File: config.mk
export PLATFORM = sky130hd
export DESIGN_NAME = pipe_hazard_ctrl
export DESIGN_NICKNAME = d
export VERILOG_FILES = /design/src/rtl/pipe_hazard_ctrl.sv
export SDC_FILE = /design/constraint.sdc
export NUM_CORES = 1
export LEC_CHECK = 0
export BUFFER_PORTS_ARGS = -buffer_cell sky130_fd_sc_hd__buf_2
export CAP_MARGIN = 20
export CORE_AREA = 3 3 119 121
export CTS_CLUSTER_SIZE = 8
export DETAILED_ROUTE_END_ITERATION = 7
export DIE_AREA = 0 0 122 124
export PLACE_DENSITY = 0.54
export SLEW_MARGIN = 25
export SYNTH_ARGS = -nofsm -noshare
export SYNTH_HDL_FRONTEND = slang
export SYNTH_SLANG_ARGS = --single-unit
File: constraint.sdc
create_clock -name clk -period 2.24 [get_ports clk]
set_input_delay 0 -clock clk [delete_from_list [all_inputs] [get_ports clk]]
set_output_delay 0 -clock clk [all_outputs]
set_load 0.01 [all_outputs]
File: src/rtl/pipe_hazard_ctrl.sv
// pipe_hazard_ctrl: 5-stage pipeline sequencer for load-use stalls, branch flushes and memory waits
module pipe_hazard_ctrl #(
    parameter int CNT_W       = 16,
    parameter int MEM_TIMEOUT = 255
) (
    input  logic             clk,
    input  logic             rst_n,
    input  logic             id_valid,
    input  logic [31:0]      id_inst,
    input  logic             ex_branch_taken,
    input  logic             mem_req,
    input  logic             mem_ready,
    output logic             pc_we,
    output logic             if_id_we,
    output logic             if_id_flush,
    output logic             id_ex_we,
    output logic             id_ex_bubble,
    output logic             ex_mem_we,
    output logic             mem_wb_bubble,
    output logic             mem_err,
    output logic [CNT_W-1:0] lu_stall_cnt,
    output logic [CNT_W-1:0] flush_cnt,
    output logic [CNT_W-1:0] mem_wait_cnt
);
    localparam logic [6:0] OP_LOAD   = 7'b0000011;
    localparam logic [6:0] OP_OP     = 7'b0110011;
    localparam logic [6:0] OP_IMM    = 7'b0010011;
    localparam logic [6:0] OP_STORE  = 7'b0100011;
    localparam logic [6:0] OP_BRANCH = 7'b1100011;
    localparam logic RUN      = 1'b0;
    localparam logic MEM_WAIT = 1'b1;
    localparam int WW = ($clog2(MEM_TIMEOUT + 1) > 8) ? $clog2(MEM_TIMEOUT + 1) : 8;
    localparam logic [WW-1:0] TIMEOUT = WW'(MEM_TIMEOUT);

    logic [6:0]    opcode;
    logic [4:0]    rd, rs1, rs2, ex_rd;
    logic          uses_rs1, uses_rs2, ex_is_load, mem_stall, lu, state;
    logic [WW-1:0] wcnt, wcnt_nxt;
    logic          unused_bits;

    assign opcode      = id_inst[6:0];
    assign rd          = id_inst[11:7];
    assign rs1         = id_inst[19:15];
    assign rs2         = id_inst[24:20];
    assign unused_bits = ^{id_inst[31:25], id_inst[14:12]};
    assign uses_rs1    = opcode inside {OP_OP, OP_IMM, OP_LOAD, OP_STORE, OP_BRANCH};
    assign uses_rs2    = opcode inside {OP_OP, OP_STORE, OP_BRANCH};
    assign mem_stall   = mem_req && !mem_ready;
    assign lu          = id_valid && ex_is_load && ex_rd != 5'd0 &&
                         ((uses_rs1 && rs1 == ex_rd) || (uses_rs2 && rs2 == ex_rd));

    assign pc_we         = rst_n && !mem_stall && (ex_branch_taken || !lu);
    assign if_id_we      = pc_we;
    assign if_id_flush   = rst_n && !mem_stall && ex_branch_taken;
    assign id_ex_we      = rst_n && !mem_stall;
    assign ex_mem_we     = rst_n && !mem_stall;
    assign id_ex_bubble  = !rst_n || (!mem_stall && (ex_branch_taken || lu));
    assign mem_wb_bubble = !rst_n || mem_stall;

    always_comb begin
        wcnt_nxt = !mem_stall ? '0 : (state == RUN) ? WW'(1) : (&wcnt ? wcnt : wcnt + 1'b1);
    end

    always_ff @(posedge clk or negedge rst_n) begin
        if (!rst_n) begin
            state        <= RUN;
            wcnt         <= '0;
            mem_err      <= 1'b0;
            ex_is_load   <= 1'b0;
            ex_rd        <= 5'd0;
            lu_stall_cnt <= '0;
            flush_cnt    <= '0;
            mem_wait_cnt <= '0;
        end else begin
            state   <= mem_stall ? MEM_WAIT : RUN;
            wcnt    <= wcnt_nxt;
            mem_err <= mem_err || (mem_stall && wcnt_nxt >= TIMEOUT);
            if (id_ex_we) begin
                ex_is_load <= !id_ex_bubble && id_valid && opcode == OP_LOAD;
                ex_rd      <= id_ex_bubble ? 5'd0 : rd;
            end
            if (!mem_stall && !ex_branch_taken && lu && !(&lu_stall_cnt))
                lu_stall_cnt <= lu_stall_cnt + 1'b1;
            if (!mem_stall && ex_branch_taken && !(&flush_cnt))
                flush_cnt <= flush_cnt + 1'b1;
            if (mem_stall && !(&mem_wait_cnt))
                mem_wait_cnt <= mem_wait_cnt + 1'b1;
        end
    end
endmodule

==> results of run 1 <==
==> synthesized netlist by cell type, types with 2 or more instances <==
cell type	number
a41o_1	2
inv_1	7
nand2b_1	3
a22o_1	4
nand3_1	20
o21ai_0	3
o211ai_1	3
nor4_1	8
buf_4	2
clkbuf_1	3
nor4_2	7
mux2_2	2
xnor2_1	29
and2_1	2
nand2_1	31
dfrtp_1	64
nand4_1	16
or3_1	2
buf_2	3
xor2_1	25
and4_1	3
nor2_1	20
ha_1	4
a31oi_1	2
and3_1	8
a21oi_1	6
a41oi_1	2
nor3_1	14
a211oi_1	4
==> stage by stage <==
| stage | total power, µW | hold slack, ns | cell area (µm²) |
|---|---|---|---|
| after floorplan | 1740 | -0.296 | 3310 |
| after global placement | 1990 | 0.109 | 3960 |
| after detailed placement | 2010 | 0.109 | 3960 |
| after CTS | 3650 | 0.0663 | 4350 |
| after global routing | 3770 | 0.0772 | 4350 |
| final | 3580 | 0.0466 | 4350 |
==> worst paths after layout <==
kind / slack, ns / to / cells after the start / from
worst min-delay path: 0.05 / state / 3 / mem_req
worst max register to register: 0.20 / lu_stall_cnt[1] / 5 / ex_rd[0]
worst max-delay path: 0.20 / lu_stall_cnt[1] / 5 / ex_rd[0]
min in group asynchronous: 0.27 / lu_stall_cnt[2] / 3 / rst_n
max in group asynchronous: 1.61 / flush_cnt[10] / 3 / rst_n
worst min register to register: 0.46 / wcnt[0] / 1 / state
==> registers in the layout, summed over array words and instances (netlist names) <==
signal / cells
ex_is_load: 1
flush_cnt: 16
mem_err: 1
mem_wait_cnt: 16
wcnt: 8
ex_rd: 5
state: 1
lu_stall_cnt: 16
==> timing repair <==
item                       in CTS  in global routing
hold buffers                    6                  0
hold endpoints to repair       69                  0
setup endpoints to repair       0                  0
==> routing by layer <==
layer  up-vias  share of wire  track usage
met5         -              0            0
met2        67           0.47        0.179
li1       1349              -            -
met4         0          0.018       0.0476
met1      1308           0.45        0.138
met3        13          0.066       0.0445
==> kinds of logic (layout without fill, tap and decap cells) <==
family                     after synthesis  count (layout)  share of synthesized area
AOI/OAI and AO/OA                       37              37                     0.0905
xor gates and xnor gates                54              54                      0.143
adders and majority gates                4               4                     0.0151
buffers and inverters                   17             122                     0.0250
DFF                                     64              64                      0.484
muxes                                    3               3                     0.0114
and+or+nand+nor                        139             139                      0.231
==> final cells by class <==
cell class              count  area [µm²]  area share
multi-input cells         237        1620       0.373
flip-flops and latches     64        1600       0.368
repair buffers             98         543       0.125
clock buffers              10         229      0.0526
well taps                 176         220      0.0506
clock inverters             6         108      0.0247
inverters                   8        30.0     0.00690
==> placed cells by master, fill, tap and decap left out, types with 3 or more instances in the layout <==
cell type      instances
buf_4                  9
nor4_2                 7
and4_1                 3
dlygate4sd3_1          6
bufinv_16              3
nand2_1               31
a211oi_1               4
o211ai_1               3
nand4_1               16
clkbuf_16              9
ha_1                   4
nor2_1                20
xor2_1                25
a22o_1                 4
nand3_1               20
a21oi_1                6
nor3_1                14
xnor2_1               29
buf_2                 83
nor4_1                 8
inv_1                  7
o21ai_0                3
dfrtp_1               64
and3_1                 8
nand2b_1               3
==> worst reg2reg max path, delay by kind of cell (launching register included) <==
kind            cells  cell delay, ns
simple gates        2            0.55
xor+xnor            1            0.18
mux                 1            0.31
flops               1            0.43
compound gates      1            0.46
==> power breakdown <==
| group | switching (µW) | total, µW | internal (µW) |
|---|---|---|---|
| registers | 164 | 1440 | 1280 |
| clock network | 515 | 1600 | 1080 |
| logic | 291 | 546 | 254 |
==> impl_results.md, run 1 <==
* Status: completed
* Post-synth EDFFs at 0
* Fraction of layout cells with a size suffix above 1 at 0.293
* Via-to-Cell Ratio at 4.57
* Starting density of the core at 0.251
* Max-slew violations at 0
* Worst-Margin Slew at between 0.7 and 0.8 ns
* First-pass GRT wire length at 13,400 µm
* CP arrival at ~2.3 ns
* Nets at 460
* Total track usage at 0.113
* YS warnings at 0
* Worst setup SP type: register
* Share of the synthesized area in the top cell type at 0.484
* Setup skew after layout at 0.00395 ns
* I/O pin cnt at 94
* Pin count of the biggest net entering global routing at 37
* Die H at roughly 120 µm
* Syn avg cell area at 10.4 µm²
* TritonCTS clock tree: built
* I/O Buffers at 83
* Post-synth net total at between 300 and 400
* Synth top area cells: dfrtp_1 48%, xnor2_1 7.7%, xor2_1 6.6%
* Final setup fails at 0
* Main synth FF type: dfrtp_1
* Final ANT Viol Nets at 0
* Top delay family on crit path: simple AND/OR/NAND/NOR gates
* Clock latency on the worst-skew pair at 0.34 ns
* H-tree depth at 3
* Initial antenna violation count at 0
* Wirelength, routed at approximately 8100 µm
* Syn-to-layout area delta at 31.7%
* Clock buffer count from CTS at 9
* Post-synthesis register bit count at 64
* Seq/Total Area, Yosys at 0.484
* DRC at 0
* RSZ-0062 raised after global routing: no
* WP buf/inv at 0
* Number of fillers in the final layout at 1,336
* Number of inserted diodes at 0
* Tcrit/Tclk final at 0.911
* Clock buffer depth at 2
* HPWL after DPL at 5980 µm
* Worst path max stage delay at 0.46 ns
* Dpl ws at between 0.2 and 0.25 ns
* Mapped Area at between 3000 and 4000 µm²
* Drt first pass iters at 4
* PD cells at 823 nW/µm²
* FP Rows at 42
* Period minus WS final at 2.04 ns
* Fmax at 0.490 GHz
* Peak VDD IR at 0.000611 V
* Area leader, netlist: dfrtp_1
* Routed length per instance at 13.5 µm
* Global route overflow at 0
* Setup TNS at 0 ns
* Leakage at 0.00206 µW
* 1st-iter DRT viols at 136
* Slew HR at 0.467
* Total number of vias at 2,737
* Final worst slack at around 0.20 ns
* Worst EP required at 2.46 ns
* Root Buffer: clkbuf_16
* Mapped Cells at between 300 and 400
* Crit path max fanout at 8
* Max Cap Viol at 0
* Core area at 13,200 µm²
* Non-Filler Instances at 599
* CP cell instances: xnor2_1 > nand4_1 > o32a_4 > or3_4 > mux2_4
* Final core occ at 0.330
* Post-synthesis cell type count at 48
* Async SR Flop Fraction at 1.00
* Clock sinks at 64
* Final Hold Vio Count at 0
* HP Class: input pin to register
* Vias in the first global route at 2,723
* Crit Path Class: register to register
* Die area at 15,100 µm²
* Final GP Congestion at 0.849
* Slowest CP cell: o32a_4
* Post-CTS Resized at 0
* CTS clock-pin slew for the worst setup and hold paths at 0.06 ns
* Worst setup EP type: register
* Post-CTS Setup Bufs at 0
* Die Wd at 122 µm
* Dpl cells at 577
No activity file was read; power rests on OpenSTA's default activity.
==> inputs of run 2 (changes only) <==
Settings changed: ABC_AREA set to 1, CORE_AREA 3 3 119 121 to 3 3 127 129, DIE_AREA 0 0 122 124 to 0 0 130 132, PLACE_DENSITY 0.54 to 0.53.
==> run 2 against run 1 <==
Compared with the run above: fmax grew 9.4%; largest cell class unchanged; cell count increased by 32%; critical endpoint is now pc_we; synthesized area up 13%; sequential share of layout area decreased by 2.8 points; via count increased by 23%; synthesized cell count grew 57%; count of clock-buffer cells in the layout rose by 2; highest routed layer unchanged; critical path depth increased by 5.
==> impl_results.md, run 2 <==
* Status: completed
* Synth top area cells: dfrtp_1 43%, nand2_1 16%, inv_1 6.7%
* Worst EP required at around 2.2 ns
* Post-synthesis cell type count at 31
* CP arrival at ~1.9 ns
* H-tree depth at 3
* TritonCTS clock tree: built
* Nets at 641
* Fmax at 0.536 GHz
* R2r worst-path depth at 9
* Core area at between 15,000 and 20,000 µm²
* YS warnings at 0
* GRT busiest layer: met2
* Total track usage at 0.117
* 1st-iter DRT viols at 97
* Die area at 17,200 µm²
* Max-slew violations at 0
* Final worst slack at ~0.37 ns
* Area leader, netlist: dfrtp_1
* Slowest CP cell: dfrtp_1
* Top-count cell post-synth: nand2_1
* Drt first pass iters at 4
* Most frequent cells in the layout: 163 x nand2_1, 83 x buf_2, 66 x inv_1, 64 x dfrtp_1, 49 x nor2_1
* Clock sinks at 64
* Final setup fails at 0
* Worst setup EP type: primary output
* Post-synthesis register bit count at 64
* Met3 GRT Util at 0.0284
* First-pass GRT wire length at 16,000 µm
* PD cells at between 600 and 700 nW/µm²
* Vias in the first global route at approximately 3.2k
* Worst flop-to-flop path endpoint: ex_rd[2]
* RSZ-0062 raised after global routing: no
* Top delay family on crit path: simple AND/OR/NAND/NOR gates
* Seq/Total Area, Yosys at 0.430
* Post-synth EDFFs at 0
* I/O pin cnt at 94
* Crit path max fanout at 7
* Worst path max stage delay at approximately 0.38 ns
* DRC at 0
* Clock buffer count from CTS at 9
* WP buf/inv at 4
* GR Util met2 at 0.179
* Final GP Congestion at approximately 0.78
* Met1 Use GR at 0.156
* Syn avg cell area at 7.45 µm²
* Mapped Area at 3720 µm²
* Starting density of the core at 0.246
* Total number of vias at 3,369
* PnR Total Power at 3240 µW
* Clock latency on the worst-skew pair at 0.33 ns
* Routed length per instance at 12.0 µm
* Hold EP: wcnt[0]
* CTS clock-pin slew for the worst setup and hold paths at 0.05 ns
* Final ANT Viol Nets at 0
* Number of inserted diodes at 0
* FP Rows at 45
* Biggest regs: flush_cnt (16), lu_stall_cnt (16), mem_wait_cnt (16)
* Root Buffer: clkbuf_16
* Pin count of the biggest net entering global routing at 65
* Dpl ws at 0.406 ns
* CP cell instances: inv_1 > nand2_1 > nor3_1 > inv_1 > nand3_1 > a21oi_4 > nand2_1 > nand2_1 > inv_1 > buf_2
* Setup skew after layout at 0.00420 ns
* Wirelength, routed at ~9500 µm
* HPWL after DPL at just over 7000 µm
* Leakage at ~0.0025 µW
* Final Hold Vio Count at 0
* Worst R2R Start: ex_rd[0]
* Most common cell after layout, fill and taps aside: nand2_1
* Worst-Margin Slew at 0.863 ns
* Number of fillers in the final layout at 1,652
* R2R Setup Slk at 0.40 ns
* Post-synth net total at 542
* Crit Path Class: register to primary output
* Main synth FF type: dfrtp_1
* Setup TNS at 0 ns
* Clock buffer depth at 2
* Async SR Flop Fraction at 1.00
* Slew HR at 0.424
* Via-to-Cell Ratio at about 4.3
* Hold Path Cell Cnt at 4
* Peak VDD IR at ~0.0003 V
* Commonest cells post-synth: 163 x nand2_1, 66 x inv_1, 64 x dfrtp_1, 49 x nor2_1, 36 x nand3_1
* Global route overflow at 0
* Max Cap Viol at 0
* Hold path startpoint: mem_ready
* I/O Buffers at 83
* Syn-to-layout area delta at 26.4%
* Worst setup SP type: register
* Tcrit/Tclk final at 0.833
* Initial antenna violation count at 0
* Share of the synthesized area in the top cell type at 0.430
* Die Wd at 130 µm
* Die H at approximately 130 µm
* Mapped Cells at 500
* HP Class: input pin to register
* Fraction of layout cells with a size suffix above 1 at 0.211
* Period minus WS final at 1.87 ns
[run 2: cell count changes in the layout (fill, tap and decap cells not counted), moves of 6 or more]
cell     previous run  this run
buf_4               9         2
inv_1               7        66
xnor2_1            29        14
o21ai_0             3        11
nor2_1             20        49
nor4_2              7         1
nor4_1              8         2
nor2_2              0         8
nand2_1            31       163
nand2_2             0         7
nand3_1            20        36
and3_1              8         0
[run 2: per-stage QoR]
| stage | cell area, µm² | hold WS, ns | util | std cells |
|---|---|---|---|---|
| after global routing | 4710 | 0.0410 | 0.311 | 791 |
| after detailed placement | 4360 | 0.214 | 0.288 | 770 |
| final | 4710 | 0.0302 | 0.311 | 791 |
| after global placement | 4360 | 0.211 | 0.288 | 770 |
| after CTS | 4700 | 0.00957 | 0.310 | 791 |
| after floorplan | 3720 | -0.296 | - | 500 |
[run 2: how the worst max path moves through the flow]
stage / from / end / slack [ns] / cells after the start
3_5_place_dp: lu_stall_cnt[0] / lu_stall_cnt[5] / 0.41 / 11
2_1_floorplan: lu_stall_cnt[0] / lu_stall_cnt[11] / 0.56 / 12
4_1_cts: ex_rd[4] / if_id_we / 0.03 / 12
6_report: ex_rd[0] / pc_we / 0.37 / 10
3_3_place_gp: ex_rd[4] / if_id_we / 0.41 / 12
5_1_grt: ex_rd[4] / if_id_we / 0.10 / 12
[run 2: layout make-up]
| type | count | area (µm²) | area share |
|---|---|---|---|
| Clock inverter | 3 | 17.5 | 0.00372 |
| Sequential cell | 64 | 1600 | 0.340 |
| Timing Repair Buffer | 91 | 490 | 0.104 |
| Tap cell | 188 | 235 | 0.0499 |
| Inverter | 71 | 267 | 0.0566 |
| Clock buffer | 12 | 256 | 0.0545 |
| Multi-Input combinational cell | 362 | 1840 | 0.391 |
[run 2: worst reg2reg max path, stage by stage (launching register included)]
cell and delay (ns):
dfrtp_1 0.38, inv_1 0.11, nand2_1 0.06, nor3_1 0.35, nor2_2 0.11, nand3_1 0.12, nand2_1 0.06, nor2_1 0.37
nand2_1 0.10, o21ai_0 0.10
[run 2: routing by layer]
| metal | share of wire | wire length, µm | up-vias |
|---|---|---|---|
| met5 | 0 | 0 | - |
| met1 | 0.48 | 4540 | 1526 |
| met4 | 0.022 | 210 | 0 |
| met3 | 0.038 | 358 | 14 |
| li1 | - | - | 1766 |
| met2 | 0.46 | 4400 | 63 |
[run 2: power breakdown]
| group | internal, µW | leakage (µW) | switching [µW] |
|---|---|---|---|
| Combinational | 220 | 0.00151 | 305 |
| Clock | 799 | 0.000134 | 514 |
| Sequential | 1270 | 0.000842 | 132 |
| Total | 2290 | 0.00249 | 951 |
[run 2: logic make-up (layout without fill, tap and decap cells)]
group	after synthesis	count (layout)	share of synthesized area
XOR/XNOR	37	37	0.0890
flip-flops	64	64	0.430
buffers and inverters	74	177	0.0786
AO/OA/AOI/OAI	21	21	0.0302
AND/OR/NAND/NOR	300	300	0.359
adder cells (fa/ha/maj)	4	4	0.0134
[run 2: repair_timing]
action | 4_1_cts | 5_1_grt
hold buffers | 6 | 0
endpoints found under the setup margin | 0 | 2
buffers inserted | 0 | 0
endpoints found under the hold margin | 69 | 0
gates resized for setup | 0 | 2
==> inputs of run 3 (changes only) <==
Settings changed: ABC_AREA 1 to 0, CORE_AREA 3 3 127 129 to 3 3 119 121, DIE_AREA 0 0 130 132 to 0 0 122 124, PLACE_DENSITY 0.53 to 0.56.
Clock period 2.24 ns to 1.7 ns, I/O delays scaled along.
==> run 3 against run 2 <==
Compared with the run above: design area up 14%; critical path depth down 3; register-to-register slack worse by 0.65 ns; highest routed layer unchanged; core utilization up 9.6 points; the run now ends with negative setup slack left; first-iteration DRC count up 34%; critical path type unchanged.
==> impl_results.md, run 3 (synthesized netlist as in run 1, its figures left out) <==
* Syn-to-layout area delta at 62.2%
* Slowest CP cell: dfrtp_1
* Number of inserted diodes at 0
* Worst EP required at roughly 1.7 ns
* Worst flop-to-flop path endpoint: lu_stall_cnt[1]
* Max Cap Viol at 0
* Total number of vias at 3,162
* Crit Path Class: register to primary output
* Slew HR at 0.667
* Setup skew after layout at 0.00609 ns
* Hold path startpoint: id_inst[4]
* Pin count of the biggest net entering global routing at 39
* Die area at 15,100 µm²
* Failing checks: negative setup slack
* Met3 GRT Util at 0.0336
* H-tree depth at 3
* Via-to-Cell Ratio at between 4 and 5
* Routed length per instance at 14.5 µm
* FP Rows at 42
* Most common cell after layout, fill and taps aside: buf_2
* Peak VDD IR at about 0.00073 V
* I/O pin cnt at 94
* Vias in the first global route at 3,222
* R2R Setup Slk at -0.25 ns
* Worst setup EP type: primary output
* Clock latency on the worst-skew pair at 0.33 ns
* Die Wd at 122 µm
* Starting density of the core at 0.251
* CP cell instances: xnor2_1 > nand4_1 > o32a_4 > buf_12 > nor3_4 > nor2_2 > buf_2
* Most frequent cells in the layout: 82 x buf_2, 73 x buf_4, 61 x dfrtp_1, 31 x nand2_1, 26 x xnor2_1
* Fraction of layout cells with a size suffix above 1 at 0.464
* Clock buffer count from CTS at 9
* Worst-Margin Slew at around 0.5 ns
* Final Hold Vio Count at 0
* HP Class: input pin to register
* Switch share at 0.262
* Final setup fails at 19
* Non-Filler Instances at between 600 and 700
* GR Util met2 at 0.219
* RSZ-0062 raised after global routing: yes
* R2r worst-path depth at 6
* Final core occ at 0.407
* Clock buffer depth at 2
* Final worst slack at -0.255 ns
* 1st-iter DRT viols at 130
* CP startpoint: ex_rd[4]
* Sequential share of power at 0.352
* CTS clock-pin slew for the worst setup and hold paths at 0.05 ns
* Drt first pass iters at 4
* Period minus WS final at 1.96 ns
* I/O Buffers at 83
* Nets at 539
* Hold Path Cell Cnt at 3
* Leakage at approximately 0.0027 µW
* P_sw at 1360 µW
* Root Buffer: clkbuf_16
* Core area at 13,200 µm²
* First-pass GRT wire length at 15,600 µm
* Status: complete, but fails checks
* Crit path max fanout at 6
* Total track usage at 0.131
* Max-slew violations at 0
* PD cells at 969 nW/µm²
* GRT busiest layer: met2
* Die H at 124 µm
* HPWL after DPL at 6930 µm
* Global route overflow at 0
* Clock network power share at 0.441
* Final GP Congestion at around 0.81
* CP arrival at 1.96 ns
* Tcrit/Tclk final at 1.15
* Hold EP: ex_is_load
* Clock sinks at 64
* Dpl ws at -0.229 ns
* Worst setup SP type: register
* Number of fillers in the final layout at around 1.3k
* Logic pwr share at 0.207
* Internal power at approximately 3800 µW
* Wirelength, routed at 9840 µm
* TritonCTS clock tree: built
* Worst path max stage delay at 0.41 ns
* Final ANT Viol Nets at 0
* Worst R2R Start: lu_stall_cnt[1]
* Initial antenna violation count at 0
* Biggest regs: flush_cnt (16), lu_stall_cnt (16), mem_wait_cnt (16)
* Dpl cells at 640
* Fmax at 0.511 GHz
* Met1 Use GR at 0.162
* DRC at 0
## run 3: cell count changes in the layout (fill, tap and decap cells not counted), sizes merged, moves of 4 or more
cell    change
nor4       +12
nand2     -140
o21ai       -8
and3        +8
bufinv      +4
a22o        +5
xnor2      +15
nor2       -38
nand3      -15
buf        +86
inv        -62
## run 3: power by group through the flow
| stage | combinational [µW] | clock [µW] | sequential, µW |
|---|---|---|---|
| 2_1_floorplan | 352 | 0 | 1960 |
| 3_3_place_gp | 931 | 0 | 1840 |
| 3_5_place_dp | 951 | 0 | 1850 |
| 4_1_cts | 1020 | 2350 | 1830 |
| 5_1_grt | 1180 | 2420 | 1850 |
| 6_report | 1080 | 2290 | 1830 |
## run 3: repair_timing
item	in CTS	in global routing
buffers inserted	4	12
endpoints found under the hold margin	69	0
endpoints found under the setup margin	26	35
pin swaps	27	26
hold buffers	6	0
resized for setup	25	39
gates cloned	1	0
## run 3: final cells by class
cell class / instances / area (µm²) / share of cell area
inverter: 8 / 30.0 / 0.00560
clock buffer: 11 / 243 / 0.0453
sequential: 64 / 1610 / 0.299
tap: 176 / 220 / 0.0411
multi-input combinational: 237 / 1890 / 0.353
clock inverter: 5 / 128 / 0.0238
timing repair buffer: 177 / 1240 / 0.232
## run 3: routing by layer
layer | up-vias | wire (µm)
met4 | 0 | 180
met2 | 73 | 4970
met3 | 14 | 433
met1 | 1563 | 4260
li1 | 1512 | -
met5 | - | 0
## run 3: worst max-delay path, delay by kind of cell, from the launching register on
family	cells	cell delay, ns
AOI/OAI and AO/OA	1	0.38
xor gates and xnor gates	1	0.18
buffers and inverters	2	0.29
DFF	1	0.41
and+or+nand+nor	3	0.36
## run 3: worst max path at each step
stage	endpoint	cells past startpoint	slack, ns
after floorplan	lu_stall_cnt[1]	6	-0.16
after global placement	ex_is_load	6	-0.19
after detailed placement	ex_is_load	6	-0.23
after CTS	if_id_we	7	-0.30
after global routing	id_ex_bubble	8	-0.39
final	if_id_we	7	-0.26
## run 3: stage by stage
step / total power, µW / setup TNS (ns) / instance area [µm²] / hold slack, ns
6_report: 5200 / -3.35 / 5360 / 0.0893
5_1_grt: 5450 / -5.38 / 5360 / 0.100
4_1_cts: 5200 / -4.19 / 5120 / 0.0838
3_5_place_dp: 2800 / -3.37 / 4470 / 0.110
3_3_place_gp: 2770 / -2.65 / 4470 / 0.107
2_1_floorplan: 2310 / -0.828 / 3340 / -0.296
